**src/rtl/rr_mux_pkg.sv**
```systemverilog
// Shared definitions for the round-robin N-to-1 stream multiplexer.
//   sel_width : width of a channel index for a given channel count (min 1)
//   next_ptr  : wrapped increment of a channel index, valid for any count
package rr_mux_pkg;

  function automatic int unsigned sel_width(input int unsigned n);
    return (n > 1) ? $clog2(n) : 1;
  endfunction

  // Explicit wrap so non-power-of-2 channel counts never reach index n.
  function automatic int unsigned next_ptr(input int unsigned idx,
                                           input int unsigned n);
    return (idx >= n - 1) ? 0 : idx + 1;
  endfunction

endpackage

```
**src/rtl/rr_mux_nx1_rr_pick.sv**
```systemverilog
// Combinational rotating-priority encoder.
//   req         : request vector, one bit per channel
//   ptr         : channel with highest priority (must be < NUM_CH)
//   grant_valid : at least one request present
//   grant       : first requesting channel at or above ptr, wrapping to 0
module rr_pick #(
  parameter int NUM_CH = 4,
  parameter int SEL_W  = 2
) (
  input  logic [NUM_CH-1:0] req,
  input  logic [SEL_W-1:0]  ptr,
  output logic              grant_valid,
  output logic [SEL_W-1:0]  grant
);

  int unsigned      idx;
  logic [SEL_W-1:0] sel;

  always_comb begin
    grant_valid = 1'b0;
    grant       = '0;
    idx         = 0;
    sel         = '0;
    for (int unsigned i = 0; i < NUM_CH; i++) begin
      idx = int'(ptr) + i;
      if (idx >= NUM_CH) idx = idx - NUM_CH;
      sel = SEL_W'(idx);
      if (!grant_valid && req[sel]) begin
        grant_valid = 1'b1;
        grant       = sel;
      end
    end
  end

endmodule

```
**src/rtl/rr_mux_nx1.sv**
```systemverilog
// Parametrised N-to-1 stream multiplexer with round-robin or forced channel
// selection and a registered output stage.
//   clk, rst  : clock, synchronous active-high reset
//   in_data   : packed channel data, channel k at [k*DATA_W +: DATA_W]
//   in_valid  : per-channel valid
//   in_ready  : per-channel ready, one-hot or zero
//   force_en  : restrict eligibility to channel force_sel
//   force_sel : forced channel index (out-of-range index grants nothing)
//   out_data  : registered output word
//   out_ch    : channel that sourced out_data
//   out_valid : output valid
//   out_ready : consumer ready
module rr_mux_nx1
  import rr_mux_pkg::*;
#(
  parameter int NUM_CH = 4,
  parameter int DATA_W = 8,
  parameter int SEL_W  = sel_width(NUM_CH)
) (
  input  logic                     clk,
  input  logic                     rst,
  input  logic [NUM_CH*DATA_W-1:0] in_data,
  input  logic [NUM_CH-1:0]        in_valid,
  output logic [NUM_CH-1:0]        in_ready,
  input  logic                     force_en,
  input  logic [SEL_W-1:0]         force_sel,
  output logic [DATA_W-1:0]        out_data,
  output logic [SEL_W-1:0]         out_ch,
  output logic                     out_valid,
  input  logic                     out_ready
);

  logic [SEL_W-1:0]  ptr;
  logic [NUM_CH-1:0] req;
  logic              grant_valid;
  logic [SEL_W-1:0]  grant;
  logic              load;

  assign load = !out_valid || out_ready;

  always_comb begin
    req = '0;
    if (force_en) begin
      if (int'(force_sel) < NUM_CH) req[force_sel] = in_valid[force_sel];
    end else begin
      req = in_valid;
    end
  end

  rr_pick #(
    .NUM_CH(NUM_CH),
    .SEL_W (SEL_W)
  ) u_pick (
    .req        (req),
    .ptr        (ptr),
    .grant_valid(grant_valid),
    .grant      (grant)
  );

  always_comb begin
    in_ready = '0;
    if (!rst && load && grant_valid) in_ready[grant] = 1'b1;
  end

  always_ff @(posedge clk) begin
    if (rst) begin
      out_valid <= 1'b0;
      out_data  <= '0;
      out_ch    <= '0;
      ptr       <= '0;
    end else if (load) begin
      if (grant_valid) begin
        out_data  <= in_data[grant*DATA_W +: DATA_W];
        out_ch    <= grant;
        out_valid <= 1'b1;
        ptr       <= SEL_W'(next_ptr(int'(grant), NUM_CH));
      end else begin
        out_valid <= 1'b0;
      end
    end
  end

endmodule

```
**config.mk**
```make
export PLATFORM = sky130hd
export DESIGN_NAME = rr_mux_nx1
export DESIGN_NICKNAME = d
export VERILOG_FILES = /design/src/rtl/rr_mux_pkg.sv /design/src/rtl/rr_mux_nx1_rr_pick.sv /design/src/rtl/rr_mux_nx1.sv
export SDC_FILE = /design/constraint.sdc
export NUM_CORES = 1
export LEC_CHECK = 0
export BUFFER_PORTS_ARGS = -buffer_cell sky130_fd_sc_hd__buf_2
export CORE_AREA = 2 2 55 57
export CTS_CLUSTER_DIAMETER = 100
export DETAILED_ROUTE_END_ITERATION = 8
export DIE_AREA = 0 0 57 59
export HOLD_SLACK_MARGIN = 0.08
export PLACE_DENSITY_LB_ADDON = 0.25
export SETUP_SLACK_MARGIN = 0.05
export SLEW_MARGIN = 20
export SYNTH_ARGS = -nofsm -noshare
export SYNTH_HDL_FRONTEND = slang
export SYNTH_SLANG_ARGS = --single-unit
export TNS_END_PERCENT = 5
```
**constraint.sdc**
```tcl
create_clock -name clk -period 10.5 [get_ports clk]
set_input_delay 3.15 -clock clk [delete_from_list [all_inputs] [get_ports clk]]
set_output_delay 3.15 -clock clk [all_outputs]
set_load 0.03 [all_outputs]
```
==> impl_metrics.py, run 1 <==
metrics = {
    "run_status": {
        "run_status": "finished, final reports clean",
    },
    "sta": {
        "maxSlewViolCount": 0,
        "post-route-min-period_ns": 8.67,
        "hold_violations_final": 0,
        "share_of_the_clock_period_used_by_the_worst_path_after_layout": 0.825,
        "worst_path_setup_slack_after_routing_ns": 1.83,
        "relSlewSlack": 0.324,
        "timing.fmax_ghz": 0.115,
        "setup-violations-final": 0,
        "skew_ns": 0.00871,
        "worst_pin_slew_ns": 1.01,
        "rsz_0062_raised_after_global_routing": "false",
        "sum_of_negative_setup_slack_ns": 0,
    },
    "setup_path": {
        "worstSetupPathType": "in2out",
        "cp-end-kind": "primary output",
        "timing.critical_path.mode_cell": "sky130_fd_sc_hd__buf_2",
        "critPathBufInv": 3,
        "crit_path_cell_chain": "buf_2 -> or2b_1 -> a21boi_1 -> o221ai_1 -> a21oi_1 -> inv_1 -> ha_1 -> and2_1 -> buf_2",
        "cp.required_ns": 7.35,
        "cpLargestDelayFamily": "compound AO/OA/AOI/OAI gates",
        "path_max_fanout": 14,
        "slowest_stage": "sky130_fd_sc_hd__a21oi_1",
        "worst-endpoint-arrival_ns": 5.52,
        "critical-path-max-stage-delay_ns": 0.82,
        "startpoint_type": "input port",
    },
    "detailed_routing": {
        "detail_route.vias_per_cell": 5.39,
        "drt_pass1_iterations": 4,
        "ant_nets": 0,
        "drc": 0,
        "route.final.wire_length_um": 2880,
        "wire_per_inst_um": 14.5,
        "via_count": 1068,
        "violation_count_after_the_first_detailed_routing_iteration": 35,
    },
    "floorplan": {
        "coreArea_mm2": 0.00271,
        "initial_utilization": 0.387,
        "die_h_um": 59,
        "rows": 19,
        "die_w_um": 57,
        "floorplan.die_area_mm2": 0.00336,
        "io_pins": 57,
    },
    "layout": {
        "instances_no_fill": 198,
        "final_layout_size_suffix_gt1_frac": 0.437,
        "layout_commonest_cell": "sky130_fd_sc_hd__buf_2",
        "antenna-diode-count": 0,
        "fillCellCount": 287,
        "layout_overhead_on_the_synthesized_area_pct": 28.0,
        "final_core_util": 0.496,
        "most-common-layout-cells": "sky130_fd_sc_hd__buf_2 (56), sky130_fd_sc_hd__dfxtp_1 (13), sky130_fd_sc_hd__o21ai_0 (10)",
        "finalNetCount": 214,
    },
    "clock_network": {
        "clk-insertion-delay-late_ns": 0.28,
        "clkTransAtPathRegs_ns": 0.08,
        "cts_made_buffers": 3,
        "cts.root.buffer_cell": "sky130_fd_sc_hd__clkbuf_4",
        "number_of_setup_buffers_added_after_cts": 0,
        "post_cts_resized": 0,
        "cts_tree": "yes",
        "cts.path.max_buffers": 2,
        "htree_num_levels": 1,
        "cts.sink_count": 13,
        "cts_hold_buffers": 0,
    },
    "run": {
        "max_cap_violations": 0,
    },
    "global_route": {
        "antenna_found_initial": 0,
        "global_route.overflow_total": 0,
        "grt_max_degree": 15,
        "grt_first_pass_wirelength_um": 4550,
        "global_route.usage.total": 0.172,
        "first_global_vias": 1053,
    },
    "yosys": {
        "yosys_warnings": 0,
        "syn_avg_cell_area_um2": 9.37,
        "post_synth_instance_area_mm2": 0.00105,
        "share_of_the_yosys_chip_area_belonging_to_registers": 0.248,
        "count_of_flip_flops_with_a_built_in_enable_after_synthesis": 0,
        "synth_cells": 112,
        "synth_ff_type": "sky130_fd_sc_hd__dfxtp_1",
        "synth_cell_types": 34,
        "ys_ff_latch": 13,
        "syn-num-nets": 158,
        "synthArstFlopShare": 0,
    },
    "power_and_ir_drop": {
        "p_leak_nw": 0.635,
        "switching_share": 0.393,
        "power.density_mw_per_mm2": 129,
        "net-switching-power_mw": 0.0683,
        "power_frac_clock": 0.180,
        "internal-power_mw": 0.105,
        "ir_worst_vdd_mv": 0.0715,
        "comb_power_share": 0.466,
        "pwr-share-seq": 0.354,
        "finalPower_mw": 0.174,
    },
    "placement": {
        "place_congestion": 0.729,
        "place.detailed.hpwl_um": 2300,
        "post-place-cells": 194,
        "place.port_buffers": 56,
        "pre_cts_ws_ns": 1.85,
    },
    "worst_hold_path": {
        "worstHoldPathType": "reg2reg",
    },
}
routing by layer:
layer	vias to the layer above	global-route usage	part of all wire
met5	-	0	0
met4	0	0.0199	0.0045
met3	2	0.0502	0.068
met2	31	0.340	0.51
met1	494	0.184	0.42
li1	541	-	-
kinds of logic after synthesis:
family / after synthesis / synth area share
AOI/OAI and AO/OA: 42 / 0.302
adders and majority gates: 4 / 0.0477
buffers and inverters: 9 / 0.0703
DFF: 13 / 0.248
muxes: 9 / 0.124
and+or+nand+nor: 35 / 0.209
final cells by class:
type | count | area, µm² | share of cell area
clock buffers | 4 | 26.3 | 0.0196
inverters | 4 | 22.5 | 0.0168
multi-input cells | 90 | 716 | 0.533
flip-flops and latches | 13 | 260 | 0.194
well taps | 31 | 38.8 | 0.0289
repair buffers | 56 | 280 | 0.209
state kept, by name, summed over array words and instances (netlist names):
name,cells
out_valid,1
out_ch,2
ptr,2
out_data,8
path summary, 6_finish.rpt:
path,from,to,slack (ns),depth (start not counted)
worst max-delay path,force_sel[0],in_ready[2],1.83,9
worst min-delay path,out_data[5]$_SDFFE_PP0P_,out_data[5]$_SDFFE_PP0P_,0.49,1
worst max register to register,ptr[1]$_SDFFE_PP0P_,out_data[6]$_SDFFE_PP0P_,8.39,5
worst min register to register,out_data[5]$_SDFFE_PP0P_,out_data[5]$_SDFFE_PP0P_,0.49,1
power groups by stage:
stage               Clock [mW]  Sequential, mW  Combinational, mW
floorplan                    0          0.0747             0.0485
global placement             0          0.0621             0.0795
detailed placement           0          0.0627             0.0810
CTS                     0.0322          0.0616             0.0816
global route            0.0342          0.0625             0.0881
finish                  0.0313          0.0616             0.0809
synth_stat cells (3+ instances only):
library cell,count,area share
sky130_fd_sc_hd__o21ai_0,10,0.048
sky130_fd_sc_hd__a211oi_1,9,0.064
sky130_fd_sc_hd__nand2b_1,3,0.018
sky130_fd_sc_hd__inv_1,3,0.011
sky130_fd_sc_hd__and2_1,6,0.036
sky130_fd_sc_hd__nor2b_1,4,0.024
sky130_fd_sc_hd__dfxtp_1,13,0.25
sky130_fd_sc_hd__nor2_1,7,0.025
sky130_fd_sc_hd__a21oi_1,4,0.019
sky130_fd_sc_hd__ha_1,4,0.048
sky130_fd_sc_hd__nand3_1,8,0.038
sky130_fd_sc_hd__a221o_1,8,0.076
sky130_fd_sc_hd__mux2_4,8,0.11
per-stage QoR:
step / instance area (µm²) / hold WS, ns
after global routing: 1340 / 0.508
after detailed placement: 1320 / 0.475
final: 1340 / 0.494
after floorplan: 1050 / 0.513
after global placement: 1320 / 0.463
after CTS: 1340 / 0.495
(Power assumes the default switching activity.)
==> run 2: changes to the inputs <==
clock period = 7 ns   (was 10.5 ns; I/O delays follow)
==> impl_metrics.py, run 2 (same netlist as run 1, synthesis figures left out) <==
metrics = {
    "setup_path": {
        "worst_r2r_startpoint": "ptr[1]$_SDFFE_PP0P_",
        "ff2ff_setup_slack_ns": 4.83,
        "startpoint_type": "input port",
        "critPathBufInv": 4,
        "worst-endpoint-arrival_ns": 3.80,
        "slowest_stage": "sky130_fd_sc_hd__a21boi_1",
        "regToRegEndpoint": "out_data[6]$_SDFFE_PP0P_",
        "cp-end-kind": "primary output",
        "path_max_fanout": 14,
        "cpLargestDelayFamily": "buffers and inverters",
        "timing.critical_path.mode_cell": "sky130_fd_sc_hd__buf_2",
        "worstSetupStartpoint": "force_sel[0]",
        "cp.required_ns": 4.90,
        "crit_path_cell_chain": "buf_2 -> or2b_1 -> a21boi_1 -> o221ai_1 -> a21oi_1 -> buf_4 -> inv_1 -> ha_1 -> and2_1 -> buf_2",
        "worstSetupPathType": "in2out",
        "critical-path-max-stage-delay_ns": 0.24,
        "length_in_cells_of_the_worst_reg_to_reg_path": 5,
    },
    "detailed_routing": {
        "ant_nets": 0,
        "wire_per_inst_um": 14.2,
        "drt_pass1_iterations": 4,
        "via_count": 1087,
        "drc": 0,
        "route.final.wire_length_um": 2820,
        "detail_route.vias_per_cell": 5.46,
        "violation_count_after_the_first_detailed_routing_iteration": 37,
    },
    "layout": {
        "finalNetCount": 215,
        "biggest_registers_after_layout": "out_data (8), out_ch (2), ptr (2)",
        "most_flop_heavy_register": "out_data",
        "layout_overhead_on_the_synthesized_area_pct": 28.7,
        "most-common-layout-cells": "sky130_fd_sc_hd__buf_2 (56), sky130_fd_sc_hd__dfxtp_1 (13), sky130_fd_sc_hd__o21ai_0 (10)",
        "layout_commonest_cell": "sky130_fd_sc_hd__buf_2",
        "instances_no_fill": 199,
        "final_layout_size_suffix_gt1_frac": 0.440,
        "flip_flop_count_of_the_largest_register_all_copies_and_words_added": 8,
        "antenna-diode-count": 0,
    },
    "power_and_ir_drop": {
        "power.density_mw_per_mm2": 195,
        "p_leak_nw": 0.640,
        "ir_worst_vdd_mv": 0.164,
    },
    "floorplan": {
        "io_pins": 57,
        "floorplan.die_area_mm2": 0.00336,
        "coreArea_mm2": 0.00271,
        "die_h_um": 59,
        "rows": 19,
        "die_w_um": 57,
        "initial_utilization": 0.387,
    },
    "clock_network": {
        "clk-insertion-delay-late_ns": 0.28,
        "htree_num_levels": 1,
        "clkTransAtPathRegs_ns": 0.08,
        "cts.path.max_buffers": 2,
        "post_cts_resized": 0,
        "number_of_setup_buffers_added_after_cts": 0,
        "cts.sink_count": 13,
        "cts_made_buffers": 3,
        "cts_tree": "yes",
        "cts.root.buffer_cell": "sky130_fd_sc_hd__clkbuf_4",
        "cts_hold_buffers": 0,
    },
    "placement": {
        "place.detailed.hpwl_um": 2220,
        "place_congestion": 0.688,
        "post-place-cells": 195,
        "place.port_buffers": 56,
    },
    "sta": {
        "hold_violations_final": 0,
        "share_of_the_clock_period_used_by_the_worst_path_after_layout": 0.842,
        "skew_ns": 0.00219,
        "worst_pin_slew_ns": 1.04,
        "sum_of_negative_setup_slack_ns": 0,
        "timing.fmax_ghz": 0.170,
        "maxSlewViolCount": 0,
        "setup-violations-final": 0,
        "relSlewSlack": 0.299,
        "post-route-min-period_ns": 5.90,
        "rsz_0062_raised_after_global_routing": "false",
    },
    "global_route": {
        "global_route.usage.total": 0.176,
        "global_route.overflow_total": 0,
        "grt_first_pass_wirelength_um": 4630,
        "antenna_found_initial": 0,
        "grt_max_degree": 15,
        "first_global_vias": 1014,
    },
    "run_status": {
        "run_status": "finished, final reports clean",
    },
    "worst_hold_path": {
        "hold_path.startpoint": "out_data[0]$_SDFFE_PP0P_",
        "hold_depth": 1,
        "worstHoldPathType": "reg2reg",
        "holdPathEnd": "out_data[0]$_SDFFE_PP0P_",
    },
    "run": {
        "max_cap_violations": 0,
    },
}
run 2: cell count changes in the layout (fill, tap and decap cells not counted), sizes merged:
cell	delta
buf	+1
run 2: how the worst max path moves through the flow:
stage                             end  cells past startpoint
after floorplan           in_ready[0]                      8
after global placement    in_ready[0]                     10
after CTS                 in_ready[2]                      9
after global routing      in_ready[2]                     10
after detailed placement  in_ready[2]                      9
final                     in_ready[0]                     10
run 2: cell type report:
type                    instances  area, µm²
flip-flops and latches         13        260
repair buffers                 57        288
fillers                       291       1360
well taps                      31       38.8
inverters                       4       22.5
multi-input cells              90        716
clock buffers                   4       26.3
run 2: worst reg2reg max path, cell delays in order (launching register included):
cell and delay [ns]:
sky130_fd_sc_hd__dfxtp_1 0.41, sky130_fd_sc_hd__a22oi_1 0.14, sky130_fd_sc_hd__nor4b_1 0.90, sky130_fd_sc_hd__o21ai_0 0.23, sky130_fd_sc_hd__a211oi_1 0.30, sky130_fd_sc_hd__a221o_1 0.15
run 2: metrics by stage:
step                power, mW  cell area, µm²  setup slack (ns)   util  hold slack (ns)
finish                  0.263            1350              1.10  0.499            0.494
global route            0.282            1350             0.972  0.499            0.510
CTS                     0.267            1350              1.10  0.499            0.494
detailed placement      0.217            1330              1.10  0.489            0.469
global placement        0.215            1330              1.11  0.489            0.465
floorplan               0.185            1050              1.35      -            0.513
run 2: per-layer routing:
metal  track usage  part of all wire
met2         0.281              0.48
met3        0.0546             0.073
met4        0.0399            0.0085
met5             0                 0
met1         0.235              0.44
run 2: report_power, final:
| part | switching [mW] | leakage [nW] | internal (mW) |
|---|---|---|---|
| combinational | 0.0712 | 0.517 | 0.0516 |
| sequential | 0.00714 | 0.108 | 0.0854 |
| clock | 0.0258 | 0.0150 | 0.0221 |
| total | 0.104 | 0.640 | 0.159 |
==> run 3: changes to the inputs <==
clock period = 5.1 ns   (was 7 ns; I/O delays follow)
==> impl_metrics.py, run 3 (same netlist as run 1, synthesis figures left out) <==
metrics = {
    "run_status": {
        "run_status": "finished, final reports clean",
    },
    "placement": {
        "place.port_buffers": 56,
        "placed_area_mm2": 0.00134,
        "place.detailed.hpwl_um": 2160,
        "place_congestion": 0.752,
    },
    "clock_network": {
        "cts_tree": "yes",
        "cts.path.max_buffers": 2,
        "cts_hold_buffers": 0,
        "post_cts_resized": 0,
        "clkTransAtPathRegs_ns": 0.08,
        "htree_num_levels": 1,
        "cts.sink_count": 13,
        "clk-insertion-delay-late_ns": 0.27,
        "cts_made_buffers": 3,
        "cts.root.buffer_cell": "sky130_fd_sc_hd__clkbuf_4",
        "number_of_setup_buffers_added_after_cts": 0,
    },
    "setup_path": {
        "length_in_cells_of_the_worst_reg_to_reg_path": 6,
        "timing.critical_path.mode_cell": "sky130_fd_sc_hd__buf_2",
        "regToRegEndpoint": "out_data[0]$_SDFFE_PP0P_",
        "worst-endpoint-arrival_ns": 3.24,
        "crit_path_cell_chain": "buf_2 -> nor2b_4 -> o21a_1 -> or4b_4 -> nand2_8 -> inv_8 -> ha_1 -> and2_1 -> buf_2",
        "worstSetupStartpoint": "force_sel[0]",
        "critical-path-max-stage-delay_ns": 0.59,
        "worst_r2r_startpoint": "ptr[1]$_SDFFE_PP0P_",
        "cp.required_ns": 3.57,
        "path_max_fanout": 11,
        "slowest_stage": "sky130_fd_sc_hd__or4b_4",
        "cp-end-kind": "primary output",
        "worstSetupPathType": "in2out",
        "startpoint_type": "input port",
        "ff2ff_setup_slack_ns": 3.03,
        "worst_setup_path_endpoint": "in_ready[2]",
    },
    "global_route": {
        "global_route.overflow_total": 0,
        "grt_max_degree": 12,
        "first_global_vias": 980,
        "global_route.usage.total": 0.156,
        "antenna_found_initial": 0,
        "grt_first_pass_wirelength_um": 4220,
    },
    "layout": {
        "antenna-diode-count": 0,
        "layout_commonest_cell": "sky130_fd_sc_hd__buf_2",
        "flip_flop_count_of_the_largest_register_all_copies_and_words_added": 8,
        "layout_overhead_on_the_synthesized_area_pct": 31.1,
        "biggest_registers_after_layout": "out_data (8), out_ch (2), ptr (2)",
        "most_flop_heavy_register": "out_data",
        "final_layout_size_suffix_gt1_frac": 0.459,
        "postLayoutCellArea_mm2": 0.00138,
        "most-common-layout-cells": "sky130_fd_sc_hd__buf_2 (56), sky130_fd_sc_hd__dfxtp_1 (13), sky130_fd_sc_hd__o21ai_0 (10)",
        "finalNetCount": 217,
    },
    "sta": {
        "hold_violations_final": 0,
        "rsz_0062_raised_after_global_routing": "false",
        "timing.fmax_ghz": 0.209,
        "maxSlewViolCount": 0,
        "post-route-min-period_ns": 4.77,
        "skew_ns": 0.00489,
        "worst_pin_slew_ns": 0.750,
        "sum_of_negative_setup_slack_ns": 0,
        "share_of_the_clock_period_used_by_the_worst_path_after_layout": 0.936,
        "setup-violations-final": 0,
        "relSlewSlack": 0.499,
    },
    "worst_hold_path": {
        "worstHoldPathType": "reg2reg",
    },
    "power_and_ir_drop": {
        "p_leak_nw": 0.651,
        "power.density_mw_per_mm2": 263,
        "ir_worst_vdd_mv": 0.200,
    },
    "detailed_routing": {
        "violation_count_after_the_first_detailed_routing_iteration": 19,
        "drc": 0,
        "ant_nets": 0,
        "wire_per_inst_um": 13.4,
        "via_count": 1051,
        "route.final.wire_length_um": 2690,
        "detail_route.vias_per_cell": 5.23,
        "drt_pass1_iterations": 4,
    },
    "floorplan": {
        "initial_utilization": 0.387,
        "io_pins": 57,
        "die_w_um": 57,
        "floorplan.die_area_mm2": 0.00336,
        "die_h_um": 59,
        "rows": 19,
        "coreArea_mm2": 0.00271,
    },
    "run": {
        "max_cap_violations": 0,
    },
}
run 3: area by class of cell:
type	instances	area (µm²)
Inverter	4	22.5
Clock buffer	4	26.3
Tap cell	31	38.8
Sequential cell	13	260
Multi-Input combinational cell	90	726
Timing Repair Buffer	59	303
Fill cell	288	1330
run 3: report_power, final:
part	total [mW]	switching, mW	internal [mW]	leakage, nW
Clock	0.0628	0.0326	0.0302	0.0150
Combinational	0.173	0.0986	0.0742	0.528
Sequential	0.126	0.00921	0.117	0.108
Total	0.362	0.140	0.222	0.651
run 3: per-layer routing:
metal	track usage	up-vias	routed length, µm
li1	-	550	-
met1	0.194	470	1200
met2	0.276	29	1320
met3	0.0480	2	163
met4	0.0199	0	13
met5	0	-	0
run 3: worst max-delay path: cells and delay by family:
kind / cells / cell delay, ns
compound gates: 1 / 0.21
fa+ha+maj: 1 / 0.18
buf+inv: 3 / 0.36
simple gates: 4 / 0.96
run 3: how the worst min path moves through the flow:
stage                             startpoint                        to  slack, ns  cells after the start
global route        out_data[1]$_SDFFE_PP0P_  out_data[1]$_SDFFE_PP0P_       0.50                      1
global placement    out_data[5]$_SDFFE_PP0P_  out_data[5]$_SDFFE_PP0P_       0.46                      1
CTS                 out_data[5]$_SDFFE_PP0P_  out_data[5]$_SDFFE_PP0P_       0.49                      1
floorplan                ptr[0]$_SDFFE_PP0P_       ptr[0]$_SDFFE_PP0P_       0.51                      2
detailed placement  out_data[4]$_SDFFE_PP0P_  out_data[4]$_SDFFE_PP0P_       0.47                      1
finish              out_data[5]$_SDFFE_PP0P_  out_data[5]$_SDFFE_PP0P_       0.49                      1
run 3: stage by stage:
step	utilization	setup WS [ns]	total power [mW]	std cells	hold slack [ns]
floorplan	-	0.589	0.254	112	0.513
global placement	0.494	0.346	0.298	197	0.463
detailed placement	0.494	0.254	0.300	197	0.469
CTS	0.504	0.247	0.366	201	0.491
global route	0.508	0.201	0.387	201	0.503
finish	0.508	0.325	0.362	201	0.488
